<file path="config.mk">
export PLATFORM = sky130hd
export DESIGN_NAME = ksa32_top
export DESIGN_NICKNAME = d
export VERILOG_FILES = /design/src/rtl/ksa_pkg.sv /design/src/rtl/ksa_prefix_cell.sv /design/src/rtl/ksa32_top.sv
export SDC_FILE = /design/constraint.sdc
export NUM_CORES = 1
export LEC_CHECK = 0
export BUFFER_PORTS_ARGS = -buffer_cell sky130_fd_sc_hd__buf_2
export CELL_PAD_IN_SITES_DETAIL_PLACEMENT = 1
export CELL_PAD_IN_SITES_GLOBAL_PLACEMENT = 2
export CORE_ASPECT_RATIO = 0.75
export CORE_MARGIN = 1.5
export CORE_UTILIZATION = 24
export CTS_CLUSTER_DIAMETER = 30
export DETAILED_ROUTE_END_ITERATION = 12
export GPL_ROUTABILITY_DRIVEN = 1
export GPL_TIMING_DRIVEN = 0
export PLACE_DENSITY_LB_ADDON = 0.1
export SLEW_MARGIN = 10
export SYNTH_ARGS = -nofsm -noshare
export SYNTH_HDL_FRONTEND = slang
export SYNTH_SLANG_ARGS = --single-unit
</file>
<file path="constraint.sdc">
create_clock -name clk -period 0.9 [get_ports clk]
set_clock_uncertainty 0.05 [all_clocks]
set_input_delay 0.09 -clock clk [delete_from_list [all_inputs] [get_ports clk]]
set_output_delay 0.09 -clock clk [all_outputs]
set_load 0.005 [all_outputs]
</file>
<file path="src/rtl/ksa_pkg.sv">
// Shared constants for the Kogge-Stone adder family.
package ksa_pkg;
   localparam int KSA_WIDTH  = 32;
   localparam int KSA_LEVELS = 5;
endpackage

</file>
<file path="src/rtl/ksa_prefix_cell.sv">
// Kogge-Stone prefix operator: merges a high group (g_hi, p_hi) with the adjacent low group.
// Latency: purely combinational.
// Backpressure: none; the cell is a stateless function of its inputs.
module ksa_prefix_cell (
   input  logic g_hi,
   input  logic p_hi,
   input  logic g_lo,
   input  logic p_lo,
   output logic g_out,
   output logic p_out
);
   assign g_out = g_hi | (p_hi & g_lo);
   assign p_out = p_hi & p_lo;
endmodule

</file>
<file path="src/rtl/ksa32_top.sv">
// 32-bit Kogge-Stone adder (cin = 0) producing sum, unsigned carry-out and signed overflow.
// Latency: 1 cycle, result registered on every rising clk edge.
// Backpressure: none; a new operand pair is accepted every cycle.
module ksa32_top
   import ksa_pkg::*;
(
   input  logic                 clk,
   input  logic                 rst,
   input  logic [KSA_WIDTH-1:0] A,
   input  logic [KSA_WIDTH-1:0] B,
   output logic [KSA_WIDTH-1:0] SUM,
   output logic                 COUT,
   output logic                 overflow
);
   // Level 0 holds the per-bit generate/propagate; level L holds group terms spanning 2^L bits.
   logic [KSA_WIDTH-1:0] g_lv [KSA_LEVELS+1];
   logic [KSA_WIDTH-1:0] p_lv [KSA_LEVELS+1];
   logic [KSA_WIDTH-1:0] p_bit;
   logic [KSA_WIDTH:0]   carry;
   logic [KSA_WIDTH-1:0] sum_c;
   logic                 cout_c;
   logic                 ovf_c;

   assign p_bit    = A ^ B;
   assign g_lv[0]  = A & B;
   assign p_lv[0]  = p_bit;

   genvar lv, i;
   generate
      for (lv = 0; lv < KSA_LEVELS; lv++) begin : g_level
         localparam int SPAN = 1 << lv;
         for (i = 0; i < KSA_WIDTH; i++) begin : g_bit
            if (i >= SPAN) begin : g_cell
               ksa_prefix_cell u_cell (
                  .g_hi  (g_lv[lv][i]),
                  .p_hi  (p_lv[lv][i]),
                  .g_lo  (g_lv[lv][i-SPAN]),
                  .p_lo  (p_lv[lv][i-SPAN]),
                  .g_out (g_lv[lv+1][i]),
                  .p_out (p_lv[lv+1][i])
               );
            end else begin : g_pass
               assign g_lv[lv+1][i] = g_lv[lv][i];
               assign p_lv[lv+1][i] = p_lv[lv][i];
            end
         end
      end
   endgenerate

   // After the last level, G[i] is the carry out of bits [i:0].
   assign carry  = {g_lv[KSA_LEVELS], 1'b0};
   assign sum_c  = p_bit ^ carry[KSA_WIDTH-1:0];
   assign cout_c = carry[KSA_WIDTH];
   assign ovf_c  = carry[KSA_WIDTH-1] ^ carry[KSA_WIDTH];

   always_ff @(posedge clk or posedge rst) begin
      if (rst) begin
         SUM      <= '0;
         COUT     <= 1'b0;
         overflow <= 1'b0;
      end else begin
         SUM      <= sum_c;
         COUT     <= cout_c;
         overflow <= ovf_c;
      end
   end
endmodule

</file>
# [Word-level counts from Yosys, hierarchy flattened]
# Index checks and enable logic that the tools add are counted.
[totals] ff_bits=34 in_bits=66 out_inout_bits=34 elab_cells=363
[classes] bitwise=360
[op_table] operator="$and 1x1->1" n=227
[op_table] operator="$or 1x1->1" n=129
[op_table] operator="$xor 32x32->32" n=2
[op_table] operator="$and 32x32->32" n=1
[op_table] operator="$xor 1x1->1" n=1

# [Longest topological paths before layout]
[depth] ltp_word=12 mapped_depth=10 depth_no_buf=10

# [Cells and area by module]
# A second synthesis with hierarchy kept.
[unflattened] hier_cells=357 area_unflattened_um2=3472.1
[by_module_without_submodules] module="ksa_prefix_cell" n_inst=129 cells_per_inst=2 area_each_um2=15.0 seq_area_each_um2=0.0
[by_module_without_submodules] module="ksa32_top" n_inst=1 cells_per_inst=99 area_each_um2=1535.2 seq_area_each_um2=850.8

# [Worst setup path before layout]
# OpenSTA, ideal clock, no wires.
[synth_path] path_type="input to register" start="in A[0]" end="reg overflow" setup_time_ns=0.125 arrival_time_ns=2.286 required_time_ns=0.725 path_slack_ns=-1.560 path_stages=10 n_path_buf=0 path_cell_list="ha_1 -> fa_1 -> a211oi_2 -> o211ai_1 -> a221oi_2 -> a31oi_1 -> and4_1 -> nor4_1 -> o21bai_1 -> xnor2_1"
[synth_between] elab_chain_len=12 word_cells_on_any_way=20 cone_classes="bitwise (20)"
[synth_rtl] element="start: declaration" line="ksa32_top.sv:9" text="input logic [KSA_WIDTH-1:0] A,"
[synth_rtl] element="$and 32x32->32" line="ksa32_top.sv:25" text="assign g_lv[0] = A & B;"
[synth_rtl] element="$and 1x1->1" line="ksa_prefix_cell.sv:12" text="assign g_out = g_hi | (p_hi & g_lo);"
[synth_rtl] element="$or 1x1->1" line="ksa_prefix_cell.sv:12"
[synth_rtl] element="$and 1x1->1" line="ksa_prefix_cell.sv:12"
[synth_rtl] element="$or 1x1->1" line="ksa_prefix_cell.sv:12"
[synth_rtl] element="$and 1x1->1" line="ksa_prefix_cell.sv:12"
[synth_rtl] element="$or 1x1->1" line="ksa_prefix_cell.sv:12"
[synth_rtl] element="$and 1x1->1" line="ksa_prefix_cell.sv:12"
[synth_rtl] element="$or 1x1->1" line="ksa_prefix_cell.sv:12"
[synth_rtl] element="$and 1x1->1" line="ksa_prefix_cell.sv:12"
[synth_rtl] element="$or 1x1->1" line="ksa_prefix_cell.sv:12"
[synth_rtl] element="named net cout_c" line="ksa32_top.sv:21" text="logic cout_c;"
[synth_rtl] element="$xor 1x1->1" line="ksa32_top.sv:54" text="assign ovf_c = carry[KSA_WIDTH-1] ^ carry[KSA_WIDTH];"
[synth_rtl] element="named net ovf_c" line="ksa32_top.sv:22" text="logic ovf_c;"
[synth_rtl] element="end signal: assignment" line="ksa32_top.sv:64" text="overflow <= ovf_c;"
[synth_rtl] element="end: declaration" line="ksa32_top.sv:13" text="output logic overflow"
# The timed path passes the listed nets, and every way through them passes these cells.

# [Worst setup path in the final report]
[layout_path] start="in B[0]" end="reg SUM[26]"
[layout_between] elab_chain_len=8
[layout_rtl] element="start: declaration" line="ksa32_top.sv:10" text="input logic [KSA_WIDTH-1:0] B,"
[layout_rtl] element="$and 32x32->32" line="ksa32_top.sv:25"
[layout_rtl] element="$and 1x1->1" line="ksa_prefix_cell.sv:12"
[layout_rtl] element="$or 1x1->1" line="ksa_prefix_cell.sv:12"
[layout_rtl] element="$and 1x1->1" line="ksa_prefix_cell.sv:12"
[layout_rtl] element="$or 1x1->1" line="ksa_prefix_cell.sv:12"
[layout_rtl] element="$and 1x1->1" line="ksa_prefix_cell.sv:12"
[layout_rtl] element="$or 1x1->1" line="ksa_prefix_cell.sv:12"
[layout_rtl] element="$xor 32x32->32" line="ksa32_top.sv:52" text="assign sum_c = p_bit ^ carry[KSA_WIDTH-1:0];"
[layout_rtl] element="named net sum_c[26]" line="ksa32_top.sv:20" text="logic [KSA_WIDTH-1:0] sum_c;"
[layout_rtl] element="end signal: assignment" line="ksa32_top.sv:62" text="SUM <= sum_c;"
[layout_rtl] element="end: declaration" line="ksa32_top.sv:11" text="output logic [KSA_WIDTH-1:0] SUM,"
# The timed path passes the listed nets, and every way through them passes these cells.

==> out/results.txt <==
Across the VDD grid, the largest voltage drop is 0.599 mV. At the end of the flow, the number of nets in the layout was 511. The share of layout cells above drive strength 1 works out to 0.551. The first global-routing pass estimated 13,100 um of wire. By startpoint and endpoint, the worst setup path is classified as in -> reg.

The cell type with the highest aggregate area in the netlist is sky130_fd_sc_hd__dfrtp_1. The longest clock path from root to sink contains 2 buffers. The run gives 0 as the total count of max-transition violations in the final report. The flow ran to the end, but the final reports show violations.

Setup repair after global routing could not meet its margin everywhere. The tools report the placed instance area as 3340 um2. After detailed routing, the number of remaining DRC violations is 0. For the pin with the worst max-slew slack, the measured transition is 797 ps. The count of clock tree sinks is 34. The final cycle utilization of the critical path came out at 2.51.

The worst setup path is launched from an input port. Critical path data required time: 1010 ps. Of all nets on the critical path, the largest fanout is 2.

The number of nets in the synthesized netlist was 368. By area the synthesized netlist is led by sky130_fd_sc_hd__dfrtp_1 33%, sky130_fd_sc_hd__ha_1 16%, sky130_fd_sc_hd__a21oi_1 6.9%, sky130_fd_sc_hd__xnor2_1 6.5%, sky130_fd_sc_hd__xor2_1 3.8%. The cell count after synthesis is 269.

The final critical-path setup slack was -1360 ps. Once detail routing completed, the nets flagged for antenna violations numbered 0. With fillers left out, the area of the finished cells amounts to 4310 um2. Row generation in the floorplan step produced 32 rows. The logs give 0.247 for the effective utilization at floorplan and 0.733 for the weighted congestion at the end of routability-driven global placement. The area growth from synthesis to layout is 69.7%.

The commonest cells after synthesis are 35 x sky130_fd_sc_hd__a21oi_1, 34 x sky130_fd_sc_hd__dfrtp_1, 32 x sky130_fd_sc_hd__ha_1. The logs give -84.8 ps for the worst hold slack after final layout and 2,604 for the via count of the first global-routing pass. Counting flops with a built-in enable in the synthesized netlist gives 0. TritonCTS built the clock tree. Buffers placed on the I/O ports in this run total 99.

0 antenna diodes ended up in the layout. Grouping stages by cell kind, the critical path spends the most delay in compound AO/OA/AOI/OAI gates. The delay of the slowest critical-path stage came out at 360 ps. Max-cap violations in this run came to 0. The clock period minus final worst setup slack is 2260 ps, and the maximum number of pins on one net before global-route repair is 35. The run gives 5 as the total clock buffers created by CTS. The final reports fail on hold timing, setup timing. Based on the critical path, the design can be clocked at up to 442 MHz. In the routed layout, each cell is associated on average with a via count of 4.66. The count of state elements after synthesis is 34, and the initial DRC count is 102. The vertical extent of the die is 92.1 um. Type of the tightest min-delay check: in -> async. Summed over all nets, the half-perimeter wirelength after detailed placement is 6300 um.

Count of final hold-check violations: 34. The average routed wire per standard cell was 15.7 um. First element of the critical path: B[0].

The area fraction of the dominant cell type after synthesis is 0.335, and the clock transition at the register clock pins on the worst setup and hold paths after CTS is 60 ps. For this design the ratio of total power to cell area is 1470 nW/um2. For this run, the leading register cell type out of synthesis is sky130_fd_sc_hd__dfrtp_1. For this run, the detailed router's first-pass iteration total came to 4.

The total overflow left after global routing is 0. Setup violations remaining at the end of the flow were counted as 40. Together, buffers and inverters on the worst path number 3. For this design the top-level I/O count stands at 100.

The tools report the area of the core as 10,300 um2. Yosys printed 0 warnings. Synthesis instantiated 47 different standard cells from the library.

The run gives 0.468 as the tightest slew margin relative to the limit. In this run the cell area of the synthesized design comes to 2540 um2. The tree is rooted in a sky130_fd_sc_hd__clkbuf_16. The tools report the share of the core filled with cells as 0.419.

Across all layers, the routed design uses 2,554 vias. A synthesized cell averages 9.45 um2. The arrival time of data at the critical path endpoint was 2370 ps.

The floorplan step defined a die boundary enclosing 11,200 um2. The critical path goes through buf_6 -> ha_4 -> fa_2 -> a211oi_2 -> o211ai_1 -> a221oi_2 -> buf_4 -> o2bb2ai_4 -> o31ai_4 -> buf_4 -> o21ai_2 -> xor2_1. The analysis attributes to cell leakage a power of 1.95 nW.

Wires add up to 8610 um. The H-tree was split into 2 levels. The proportion of register bits with asynchronous set or reset after synthesis is 1.00, and the x dimension of the die is 122 um.

Overall global routing resource usage: 0.148. The cell at the slowest stage of the critical path was sky130_fd_sc_hd__fa_2. The cell type with the highest occurrence count on the critical path was sky130_fd_sc_hd__buf_4. The worst setup path is captured at a flip-flop. The most used standard cell by instance count after synthesis was sky130_fd_sc_hd__a21oi_1.

The logs give 0 for the initial antenna violation count and 0.335 for the sequential cell area fraction in the yosys report.
[where the power goes]
| part | internal, W | total, W | switching (W) | leakage (nW) |
|---|---|---|---|---|
| logic | 0.00140 | 0.00277 | 0.00137 | 1.48 |
| clock network | 0.000999 | 0.00164 | 0.000638 | 0.0694 |
| registers | 0.00185 | 0.00193 | 0.0000817 | 0.396 |
[final cells by class]
type / instances / area [um2]
clock buffers: 5 / 125
plain buffers: 7 / 46.3
fillers: 1158 / 5980
well taps: 136 / 170
clock inverters: 2 / 10.0
flip-flops and latches: 34 / 851
multi-input cells: 220 / 2190
inverters: 7 / 26.3
repair buffers: 137 / 890
[sequential cells by signal, summed over array words and instances (netlist names)]
signal / cells
SUM: 32
COUT: 1
overflow: 1
[kinds of logic (layout without fill, tap and decap cells)]
logic type,after synthesis,after routing,synth area share
xor+xnor,30,30,0.103
compound gates,91,91,0.241
flops,34,34,0.335
simple gates,66,66,0.131
fa+ha+maj,33,33,0.165
buf+inv,15,158,0.0246
[metal layers]
metal | global-route usage | vias to the layer above | wire length, um
li1 | - | 1268 | -
met1 | 0.220 | 1221 | 4380
met2 | 0.226 | 63 | 3820
met3 | 0.0230 | 2 | 373
met4 | 0.0294 | 0 | 40
met5 | 0 | - | 0
[metrics by stage]
step,setup TNS [ps],total power [W],hold slack (ps),std cells,setup WS [ps]
2_1_floorplan,-24930,0.00318,168,269,-1400
3_3_place_gp,-59130,0.00400,286,504,-1980
3_5_place_dp,-38670,0.00402,259,504,-1960
4_1_cts,-28140,0.00602,-38.7,524,-1490
5_1_grt,-29890,0.00678,-3.71,548,-1420
6_report,-26940,0.00634,-84.8,548,-1360
[what timing repair did]
item                                   in CTS  in global routing
pin swaps                                  27                 52
setup buffers                              15                 26
resized for setup                          42                 60
setup endpoints to repair                  53                 66
hold buffers                                1                  0
endpoints found under the hold margin      35                  0
[placed cells by master (no fill, tap or decap), types with 11 or more instances in the layout]
master / n
sky130_fd_sc_hd__nand2_1: 16
sky130_fd_sc_hd__nor2_1: 11
sky130_fd_sc_hd__a21oi_1: 20
sky130_fd_sc_hd__buf_4: 28
sky130_fd_sc_hd__xnor2_1: 13
sky130_fd_sc_hd__a21o_1: 12
sky130_fd_sc_hd__ha_4: 16
sky130_fd_sc_hd__buf_6: 23
sky130_fd_sc_hd__buf_2: 89
sky130_fd_sc_hd__dfrtp_1: 34
sky130_fd_sc_hd__ha_1: 15
[how the worst max path moves through the flow]
stage | end | slack [ps] | cells past startpoint
2_1_floorplan | overflow$_DFF_PP0_ | -1400 | 10
3_3_place_gp | overflow$_DFF_PP0_ | -1980 | 11
3_5_place_dp | overflow$_DFF_PP0_ | -1960 | 11
4_1_cts | SUM[26]$_DFF_PP0_ | -1490 | 12
5_1_grt | SUM[26]$_DFF_PP0_ | -1420 | 12
6_report | SUM[26]$_DFF_PP0_ | -1360 | 12
(Power assumes the default switching activity.)
